--- src/rtl/prog_loader_pkg.sv ---
// Shared definitions for the program loader: FSM state encodings, word
// geometry and the word-index to byte-address mapping.
package prog_loader_pkg;

  localparam int BYTES_PER_WORD = 4;

  typedef enum logic [2:0] {
    ST_COUNT = 3'd0,
    ST_DATA  = 3'd1,
    ST_WRITE = 3'd2,
    ST_CHECK = 3'd3,
    ST_DONE  = 3'd4
  } state_e;

  // Byte address of word 'idx' in an image based at 'base', wrapping mod 2^32.
  function automatic logic [31:0] word_byte_addr(input logic [31:0] base,
                                                 input logic [31:0] idx);
    return base + (idx << 2);
  endfunction

endpackage

--- src/rtl/prog_loader_byte_packer.sv ---
// byte_packer: assembles accepted stream bytes into 32-bit little-endian
// words. The first byte of a word lands in bits 7:0. word_valid pulses in
// the same cycle as the handshake of the word's last byte, and 'word' is
// valid only in that cycle.
module byte_packer
  import prog_loader_pkg::*;
(
  input  logic        clk,
  input  logic        reset,
  input  logic        clear,
  input  logic        byte_valid,
  input  logic [7:0]  byte_data,
  output logic        word_valid,
  output logic [31:0] word
);

  logic [1:0]  cnt_q, cnt_d;
  logic [23:0] sh_q, sh_d;

  // The first three bytes of a word are kept; the fourth completes it directly.
  assign word_valid = byte_valid & ~clear & (cnt_q == 2'(BYTES_PER_WORD - 1));
  assign word       = {byte_data, sh_q};

  // Next byte counter / shift register: new byte enters at the top.
  always_comb begin
    cnt_d = cnt_q;
    sh_d  = sh_q;
    if (clear) begin
      cnt_d = 2'd0;
    end else if (byte_valid) begin
      cnt_d = cnt_q + 2'd1;
      sh_d  = {byte_data, sh_q[23:8]};
    end
  end

  // Byte counter and partial-word storage.
  always_ff @(posedge clk or posedge reset) begin
    if (reset) begin
      cnt_q <= 2'd0;
      sh_q  <= 24'd0;
    end else begin
      cnt_q <= cnt_d;
      sh_q  <= sh_d;
    end
  end

endmodule

--- src/rtl/prog_loader.sv ---
// prog_loader: receives a framed byte stream (word count, data words and,
// when LOADER_CHECKSUM_EN is defined, an XOR checksum trailer) and writes
// the words into CPU memory, holding the CPU until the image is complete.
// Words whose index falls beyond MEM_WORDS are consumed but not written,
// and flag load_err.
//
// state    | meaning
// ST_COUNT | collecting the 4 byte word count N
// ST_DATA  | collecting the bytes of the next data word
// ST_WRITE | memory write strobe cycle for the word just assembled
// ST_CHECK | collecting the checksum trailer word (checksum build only)
// ST_DONE  | image complete; CPU released unless load_err
module prog_loader
  import prog_loader_pkg::*;
#(
  parameter int MEM_WORDS = 1024,
  parameter int BASE_ADDR = 0,
  parameter int CNT_W     = 16
) (
  input  logic        clk,
  input  logic        reset,
  input  logic [7:0]  in_data,
  input  logic        in_valid,
  output logic        in_ready,
  input  logic        load_start,
  output logic        mem_we,
  output logic [31:0] mem_addr,
  output logic [31:0] mem_wdata,
  output logic        cpu_hold,
  output logic        load_done,
  output logic        load_err,
  output logic [15:0] words_loaded
);

  localparam logic [31:0] MEM_LIMIT = 32'(MEM_WORDS);
  localparam logic [31:0] BASE      = 32'(BASE_ADDR);
`ifdef LOADER_CHECKSUM_EN
  localparam state_e ST_AFTER = ST_CHECK;
`else
  localparam state_e ST_AFTER = ST_DONE;
`endif

  logic             pk_valid, pk_clear, pk_word_valid;
  logic [31:0]      pk_word;
  logic             idx_in_range;
  logic [CNT_W-1:0] idx_next;

  state_e           state_q, state_d;
  logic [CNT_W-1:0] idx_q, idx_d;
  logic [CNT_W-1:0] n_q, n_d;
  logic             mem_we_q, mem_we_d;
  logic [31:0]      mem_addr_q, mem_addr_d;
  logic [31:0]      mem_wdata_q, mem_wdata_d;
  logic             cpu_hold_q, cpu_hold_d;
  logic             load_done_q, load_done_d;
  logic             load_err_q, load_err_d;
  logic [15:0]      words_loaded_q, words_loaded_d;
`ifdef LOADER_CHECKSUM_EN
  logic [31:0]      csum_q, csum_d;
`endif

  assign in_ready     = (state_q == ST_COUNT) | (state_q == ST_DATA) | (state_q == ST_CHECK);
  assign pk_valid     = in_valid & in_ready;
  assign pk_clear     = (state_q == ST_DONE) & load_start;
  assign idx_next     = idx_q + CNT_W'(1);
  assign idx_in_range = (32'(idx_q) < MEM_LIMIT);

  assign mem_we       = mem_we_q;
  assign mem_addr     = mem_addr_q;
  assign mem_wdata    = mem_wdata_q;
  assign cpu_hold     = cpu_hold_q;
  assign load_done    = load_done_q;
  assign load_err     = load_err_q;
  assign words_loaded = words_loaded_q;

  byte_packer u_packer (
    .clk        (clk),
    .reset      (reset),
    .clear      (pk_clear),
    .byte_valid (pk_valid),
    .byte_data  (in_data),
    .word_valid (pk_word_valid),
    .word       (pk_word)
  );

  // Next-state, counter, write-port and status computation.
  always_comb begin
    state_d        = state_q;
    idx_d          = idx_q;
    n_d            = n_q;
    mem_we_d       = 1'b0;
    mem_addr_d     = mem_addr_q;
    mem_wdata_d    = mem_wdata_q;
    load_err_d     = load_err_q;
    words_loaded_d = words_loaded_q;
`ifdef LOADER_CHECKSUM_EN
    csum_d         = csum_q;
`endif
    unique case (state_q)
      ST_COUNT: begin
        if (pk_word_valid) begin
          n_d     = pk_word[CNT_W-1:0];
          idx_d   = '0;
          state_d = (pk_word[CNT_W-1:0] == '0) ? ST_AFTER : ST_DATA;
        end
      end
      ST_DATA: begin
        if (pk_word_valid) begin
          // Out-of-range words still go through WRITE so the stream stays aligned.
          mem_we_d    = idx_in_range;
          mem_addr_d  = word_byte_addr(BASE, 32'(idx_q));
          mem_wdata_d = pk_word;
          state_d     = ST_WRITE;
`ifdef LOADER_CHECKSUM_EN
          csum_d      = csum_q ^ pk_word;
`endif
        end
      end
      ST_WRITE: begin
        idx_d = idx_next;
        if (idx_in_range) begin
          words_loaded_d = words_loaded_q + 16'd1;
        end else begin
          load_err_d = 1'b1;
        end
        state_d = (idx_next < n_q) ? ST_DATA : ST_AFTER;
      end
`ifdef LOADER_CHECKSUM_EN
      ST_CHECK: begin
        if (pk_word_valid) begin
          if (pk_word != csum_q) load_err_d = 1'b1;
          state_d = ST_DONE;
        end
      end
`endif
      ST_DONE: begin
        if (load_start) begin
          state_d        = ST_COUNT;
          idx_d          = '0;
          n_d            = '0;
          load_err_d     = 1'b0;
          words_loaded_d = 16'd0;
`ifdef LOADER_CHECKSUM_EN
          csum_d         = 32'd0;
`endif
        end
      end
      default: state_d = ST_COUNT;
    endcase
    load_done_d = (state_d == ST_DONE);
    cpu_hold_d  = ~((state_d == ST_DONE) & ~load_err_d);
  end

  // State and registered outputs.
  always_ff @(posedge clk or posedge reset) begin
    if (reset) begin
      state_q        <= ST_COUNT;
      idx_q          <= '0;
      n_q            <= '0;
      mem_we_q       <= 1'b0;
      mem_addr_q     <= 32'd0;
      mem_wdata_q    <= 32'd0;
      cpu_hold_q     <= 1'b1;
      load_done_q    <= 1'b0;
      load_err_q     <= 1'b0;
      words_loaded_q <= 16'd0;
`ifdef LOADER_CHECKSUM_EN
      csum_q         <= 32'd0;
`endif
    end else begin
      state_q        <= state_d;
      idx_q          <= idx_d;
      n_q            <= n_d;
      mem_we_q       <= mem_we_d;
      mem_addr_q     <= mem_addr_d;
      mem_wdata_q    <= mem_wdata_d;
      cpu_hold_q     <= cpu_hold_d;
      load_done_q    <= load_done_d;
      load_err_q     <= load_err_d;
      words_loaded_q <= words_loaded_d;
`ifdef LOADER_CHECKSUM_EN
      csum_q         <= csum_d;
`endif
    end
  end

endmodule
--- config.mk ---
export PLATFORM = sky130hd
export DESIGN_NAME = prog_loader
export DESIGN_NICKNAME = d
export VERILOG_FILES = /design/src/rtl/prog_loader_pkg.sv /design/src/rtl/prog_loader_byte_packer.sv /design/src/rtl/prog_loader.sv
export SDC_FILE = /design/constraint.sdc
export NUM_CORES = 1
export LEC_CHECK = 0
export ABC_AREA = 1
export CORE_MARGIN = 8
export CORE_UTILIZATION = 54
export DETAILED_ROUTE_END_ITERATION = 12
export PLACE_DENSITY_LB_ADDON = 0.08
export SLEW_MARGIN = 20
export SYNTH_ARGS = -nofsm -noshare
export SYNTH_HDL_FRONTEND = slang
export SYNTH_SLANG_ARGS = --single-unit
--- constraint.sdc ---
create_clock -name clk -period 5 [get_ports clk]
set_input_delay 1.25 -clock clk [delete_from_list [all_inputs] [get_ports clk]]
set_output_delay 1.25 -clock clk [all_outputs]
set_load 0.03 [all_outputs]
==> results of run 1 <==
-- how the worst max path moves through the flow --
| stage | start | to | depth (start not counted) |
|---|---|---|---|
| 2_1_floorplan | reset | idx_q[0] | 1 |
| 3_3_place_gp | in_valid | mem_addr[3] | 7 |
| 3_5_place_dp | in_valid | mem_addr[4] | 7 |
| 4_1_cts | in_valid | mem_addr[4] | 7 |
| 5_1_grt | in_valid | mem_addr[14] | 8 |
| 6_report | in_valid | mem_addr[4] | 7 |
-- logic make-up (layout without fill, tap and decap cells) --
group,after synthesis,count (layout),synth area share
and+or+nand+nor,271,271,0.1934
AOI/OAI and AO/OA,140,140,0.1218
buffers and inverters,140,218,0.1014
xor gates and xnor gates,11,11,0.01581
DFF,129,129,0.5300
adders and majority gates,18,18,0.03696
other,1,16,0.0006154
-- area by class of cell --
type | count | area, um^2 | share of cell area
clock buffer | 18 | 439.2 | 0.05830
inverter | 102 | 385.4 | 0.05115
multi-input combinational | 456 | 2302 | 0.3056
clock inverter | 13 | 163.9 | 0.02176
tap | 140 | 175.2 | 0.02325
sequential | 129 | 3229 | 0.4287
timing repair buffer | 85 | 838.3 | 0.1113
-- cell usage after synthesis (3+ instances only) --
cell type	instances
nand2_1	166
dfrtp_1	128
inv_1	98
o21ai_0	98
nor2_1	31
nand3_1	27
o22ai_1	20
buf_4	19
ha_1	18
nand4_1	18
nor3_1	14
a21oi_1	12
clkbuf_1	12
xor2_1	9
buf_2	5
inv_2	4
o31ai_1	4
nand2_2	3
o21ai_1	3
-- worst max-delay path, stage by stage --
cell and delay (ns):
clkdlybuf4s50_1 0.46, nand3_2 0.09, buf_4 0.39, nor2_4 0.08, nand2_2 0.57, buf_4 0.42, o21ai_0 0.14
-- power groups by stage --
stage / clock network [mW] / registers [mW] / logic (mW)
floorplan: 0 / 1.88 / 0.559
global placement: 0 / 1.53 / 1.44
detailed placement: 0 / 1.54 / 1.48
CTS: 1.27 / 1.53 / 1.49
global route: 1.31 / 1.57 / 1.62
finish: 1.25 / 1.53 / 1.47
-- layout by cell type, fill, tap and decap left out, types with 3 or more instances in the layout --
master,Yosys,routed
clkinv_2,0,3
nor3_1,14,14
o21ai_1,3,3
dfrtp_1,128,128
clkdlybuf4s50_1,0,80
nand2_2,3,3
clkinv_4,0,5
conb_1,1,16
o22ai_1,20,20
nand3_1,27,27
bufinv_16,0,3
nor2_1,31,31
nand4_1,18,18
ha_1,18,18
clkbuf_16,0,17
xor2_1,9,9
a21oi_1,12,12
nand2_1,166,166
buf_4,19,5
inv_2,4,4
o31ai_1,4,4
inv_1,98,97
o21ai_0,98,98
-- flip-flops by register name (all words and copies together) (netlist names) --
register and flops:
cpu_hold 1, idx_q 16, load_done 1, load_err 1, mem_addr 16, mem_wdata 32, mem_we 1, n_q 16
state_q 3, u_packer.cnt_q 2, u_packer.sh_q 24, words_loaded 16
-- metal layers --
metal	part of all wire	GRT usage
met4	0.019	0.07692
met1	0.44	0.2579
met2	0.47	0.3177
met3	0.074	0.05328
met5	0	0
==> out/qor.csv, run 1 <==
stage,metric,value,unit
floorplan,die_w,122.2,um
yosys,synthesis.instances,710,
floorplan,rows,38,
yosys,synth_cell_types,34,
clocking,cts_resized,0,
final_layout,final_cells,943,
worst_setup_path,reg2reg_depth,13,
clocking,clockBufferDepth,2,
yosys,yosysSeqAreaShare,0.5300,
drt,dr.pass1.iters,5,
sta,fin_crit,3.151,ns
sta,drv_slew,0,
flow_run,max_cap_violations,0,
sta,clock_skew,0.007957,ns
worst_setup_path,r2r-start,idx_q[0],
worst_setup_path,rrSetupSlack,2.42,ns
grt,overflow,0,
drt,postRouteAntennaNets,0,
place,postPlaceCellArea,6930,um^2
yosys,synth_top_area_share,0.5257,
sta,worst_pin_slew,0.9339,ns
drt,wl,14380,um
final_layout,syn_to_final_growth,23.63,%
floorplan,die_y,122.2,um
sta,worst_slack,1.849,ns
grt,antenna_found_initial,0,
power,leakage,3.609,nW
yosys,synth_edf_count,0,
final_layout,drive_above_1_share,0.06849,
worst_setup_path,required,5.27,ns
yosys,avgSynthCellArea,8.582,um^2
place,dp_slack,1.430,ns
yosys,yosys_register_bits,129,
power,power.internal,2.682,mW
final_layout,antenna_cells,0,
sta,period_share,0.6301,
clocking,cts.sinks,129,
power,swShare,0.3693,
drt,routedWlPerCell,15.25,um
clocking,htreeDepth,4,
sta,hold_violations,0,
sta,tns,0,ns
floorplan,die-area,14940,um^2
yosys,ys_async_sr_fraction,1.000,
grt,grt_pass1_wl,23960,um
grt,grt_pass1_vias,4843,
power,clockPowerShare,0.294,
power,power_frac_seq,0.359,
yosys,syn_area,6093,um^2
clocking,postCtsSetupBuffers,0,
clocking,root_buffer,clkbuf_16,
place,dp_hpwl,10280,um
sta,fmax,0.3174,GHz
drt,viasPerCell,5.298,
yosys,synth_warnings,0,
worst_setup_path,path_class,input pin to flip-flop,
clocking,cts_made_buffers,17,
clocking,tritoncts,done,
grt,grt_max_degree,77,
yosys,yosysTopAreaCell,dfrtp_1,
worst_setup_path,rr_endpoint,load_done,
final_layout,fill_cells,875,
place,dp_cells,912,
place,gp_congestion,0.8800,
worst_hold_path,hold_start,u_packer.sh_q[8],
worst_hold_path,min_path_cells,2,
sta,rsz0062_at_grt,no,
drt,num_vias,4996,
floorplan,core_area,10940,um^2
grt,grt_util_all_layers,0.2001,
final_layout,final_nets,821,
sta,fin_hold_ws,0.4795,ns
yosys,synth_top_flop_cell,dfrtp_1,
power,p_per_area,564.4,nW/um^2
drt,drc_errors,0,
power,switching_power,1.570,mW
worst_setup_path,crit_path_start_kind,input pin,
final_layout,fin_area,7533,um^2
worst_hold_path,hold_class,flip-flop to flip-flop,
worst_setup_path,worstPathMaxFanout,52,
power,p_total,4.252,mW
worst_setup_path,crit_arrival,3.42,ns
power,irDropWorstVdd,0.0004175,V
clocking,insertion_delay,0.41,ns
final_layout,final_core_util,0.6889,
floorplan,start_util,0.5572,
clocking,hold_buffers,0,
run_status,status,"finished, final reports clean",
power,comb_power_share,0.347,
drt,drt_iter0_markers,449,
floorplan,ios,97,
worst_hold_path,holdPathEnd,u_packer.sh_q[8],
clocking,cts.clk_slew.worst_paths,0.06,ns
sta,finalSetupViolCount,0,
yosys,synthTopCellsByArea,"dfrtp_1, nand2_1, o21ai_0",
place,port_buffers,80,
worst_setup_path,cp-end-kind,flip-flop,
sta,slew_headroom,0.3774,
Power figures use the tool's default switching activity.
==> inputs of run 2 (changes only) <==
Settings changed: CORE_UTILIZATION 54 to 49.
Clock period 5 ns to 2.8 ns, I/O delays scaled along.
==> run 2 against run 1 <==
Against the previous run:
- combinational power increased by 81%
- utilization decreased by 5.6 points
- critical path type is now flip-flop to output port
- sequential power increased by 78%
- first-iteration DRC count decreased by 20%
- critical endpoint is now in_ready
==> out/qor.csv, run 2 (synthesis results as in run 1) <==
stage,metric,value,unit,change
run_status,status,"finished, final reports clean",,unchanged
final_layout,syn_to_final_growth,25.26,%,was 23.63%
drt,viasPerCell,5.101,,was 5.298
final_layout,final_cells,976,,was 943
drt,routedWlPerCell,14.62,um,was 15.25 um
drt,postRouteAntennaNets,0,,unchanged
sta,period_share,0.9127,,
sta,tns,0,ns,unchanged
drt,drt_iter0_markers,359,,was 449
final_layout,final_common_cell,nand2_1,,unchanged
clocking,cts.clk_slew.worst_paths,0.06,ns,about the same
worst_setup_path,required,2.10,ns,was 5.27 ns
worst_setup_path,path_class,flip-flop to output port,,was input pin to flip-flop
flow_run,max_cap_violations,0,,unchanged
worst_setup_path,reg2reg_depth,13,,unchanged
sta,finalSetupViolCount,0,,unchanged
floorplan,die_y,127.5,um,was 122.2 um
grt,met1_usage,0.2285,,was 0.2579
place,dp_cells,944,,was 912
power,irDropWorstVdd,0.0006502,V,was 0.0004175 V
sta,drv_slew,0,,unchanged
place,dp_hpwl,10160,um,"was 10,280 um"
clocking,cts_made_buffers,17,,unchanged
power,p_per_area,994.5,nW/um^2,was 564.4 nW/um^2
sta,rsz0062_at_grt,no,,unchanged
final_layout,final_nets,825,,was 821
sta,worst_pin_slew,0.6073,ns,was 0.9339 ns
floorplan,core_area,12060,um^2,"was 10,940 um^2"
clocking,cts_resized,0,,unchanged
place,dp_slack,0.3938,ns,was 1.430 ns
sta,fin_hold_ws,0.4789,ns,was 0.4795 ns
worst_hold_path,hold_class,flip-flop to flip-flop,,unchanged
worst_setup_path,max_stage_delay,0.72,ns,was 0.57 ns
worst_hold_path,hold_start,mem_addr[6],,was u_packer.sh_q[8]
clocking,clockBufferDepth,2,,unchanged
clocking,htreeDepth,4,,unchanged
floorplan,die-area,16260,um^2,"was 14,940 um^2"
grt,overflow,0,,unchanged
clocking,hold_buffers,0,,unchanged
floorplan,ios,97,,unchanged
clocking,cts.sinks,129,,unchanged
worst_setup_path,worstPathMaxFanout,4,,was 52
final_layout,antenna_cells,0,,unchanged
clocking,postCtsSetupBuffers,0,,unchanged
worst_setup_path,crit_arrival,1.86,ns,was 3.42 ns
sta,worst_slack,0.2443,ns,was 1.849 ns
final_layout,drive_above_1_share,0.07426,,was 0.06849
sta,slew_headroom,0.5943,,was 0.3774
drt,drc_errors,0,,unchanged
grt,grt-busiest-layer,met2,,unchanged
drt,dr.pass1.iters,5,,unchanged
floorplan,start_util,0.5052,,was 0.5572
worst_setup_path,crit_path_start_kind,flip-flop,,was input pin
worst_hold_path,min_path_cells,2,,unchanged
sta,fmax,0.3913,GHz,
floorplan,rows,40,,was 38
clocking,insertion_delay,0.42,ns,was 0.41 ns
grt,grt_pass1_vias,4775,,"was 4,843"
worst_setup_path,slowest_stage,clkdlybuf4s50_1,,was nand2_2
clocking,root_buffer,clkbuf_16,,unchanged
worst_setup_path,crit_chain,inv_1 -> nor2_2 -> nor2_1 -> clkdlybuf4s50_1,,was clkdlybuf4s50_1 -> nand3_2 -> buf_4 -> nor2_4 -> nand2_2 -> buf_4 -> o21ai_0
place,port_buffers,80,,unchanged
worst_setup_path,critPathBufInv,2,,was 3
worst_hold_path,holdPathEnd,mem_addr[6],,was u_packer.sh_q[8]
worst_setup_path,rr_endpoint,state_q[2],,was load_done
grt,use_met3,0.06281,,was 0.05328
final_layout,final_cell_mix,"nand2_1, dfrtp_1, o21ai_0",,unchanged
grt,grt_util_all_layers,0.1814,,was 0.2001
sta,clock_skew,0.007231,ns,was 0.007957 ns
worst_setup_path,r2r-start,idx_q[0],,unchanged
sta,fin_crit,2.556,ns,
grt,antenna_found_initial,0,,unchanged
worst_setup_path,rrSetupSlack,0.37,ns,was 2.42 ns
worst_setup_path,cp-end-kind,output port,,was flip-flop
grt,grt_pass1_wl,23490,um,"was 23,960 um"
worst_setup_path,path_delay_family,buffers and inverters,,unchanged
power,leakage,3.631,nW,was 3.609 nW
drt,wl,14270,um,"was 14,380 um"
clocking,tritoncts,done,,unchanged
grt,grt_max_degree,68,,was 77
floorplan,die_w,127.5,um,was 122.2 um
place,gp_congestion,0.9139,,was 0.8800
final_layout,largest_reg_flops,32,,unchanged
sta,hold_violations,0,,unchanged
grt,grt.met2_usage,0.2846,,was 0.3177
drt,num_vias,4979,,"was 4,996"
==> run 2: power by group <==
group,internal [mW],switching [mW]
sequential,2.40,0.320
clock,1.38,0.831
combinational,0.991,1.67
==> run 2: worst reg2reg max path: stages (launching register included) <==
cell and delay, ns:
dfrtp_1 0.44, nand3_1 0.18, nor2_1 0.19, nand2_1 0.13
nor3_1 0.20, nand4_1 0.14, and2_1 0.19, ha_1 0.29
a21oi_1 0.13, o21ai_0 0.08, nor2_1 0.11, nand2_1 0.08
nand2_1 0.08, nand2_1 0.07
==> run 2: how the worst max path moves through the flow <==
stage               startpoint         end  slack (ns)  cells past startpoint
floorplan                reset    idx_q[0]        0.51                      1
global placement      idx_q[0]  state_q[2]        0.50                     13
detailed placement    idx_q[0]  state_q[2]        0.39                     13
CTS                 state_q[1]    in_ready        0.21                      4
global route          idx_q[0]    cpu_hold        0.05                     14
finish              state_q[1]    in_ready        0.24                      4
==> run 2: cell type report <==
type                       instances  area (um^2)
multi-input combinational        456         2302
tap                              168        210.2
inverter                         102        386.6
timing repair buffer              89        905.9
fill                            1034         4429
sequential                       129         3229
clock buffer                      20        466.7
clock inverter                    12        131.4
==> run 2: per-stage QoR <==
stage          cell area, um^2  utilization  power, mW
4_1_cts                   7632       0.6328      7.653
3_3_place_gp              7034       0.5832      5.353
5_1_grt                   7632       0.6328      8.024
2_1_floorplan             6153            -      4.363
6_report                  7632       0.6328      7.590
3_5_place_dp              7034       0.5832      5.405
==> run 2: metal layers <==
| layer | part of all wire | wire [um] |
|---|---|---|
| met1 | 0.46 | 6538 |
| met2 | 0.46 | 6530 |
| met3 | 0.075 | 1076 |
| met4 | 0.0086 | 123 |
| met5 | 0 | 0 |
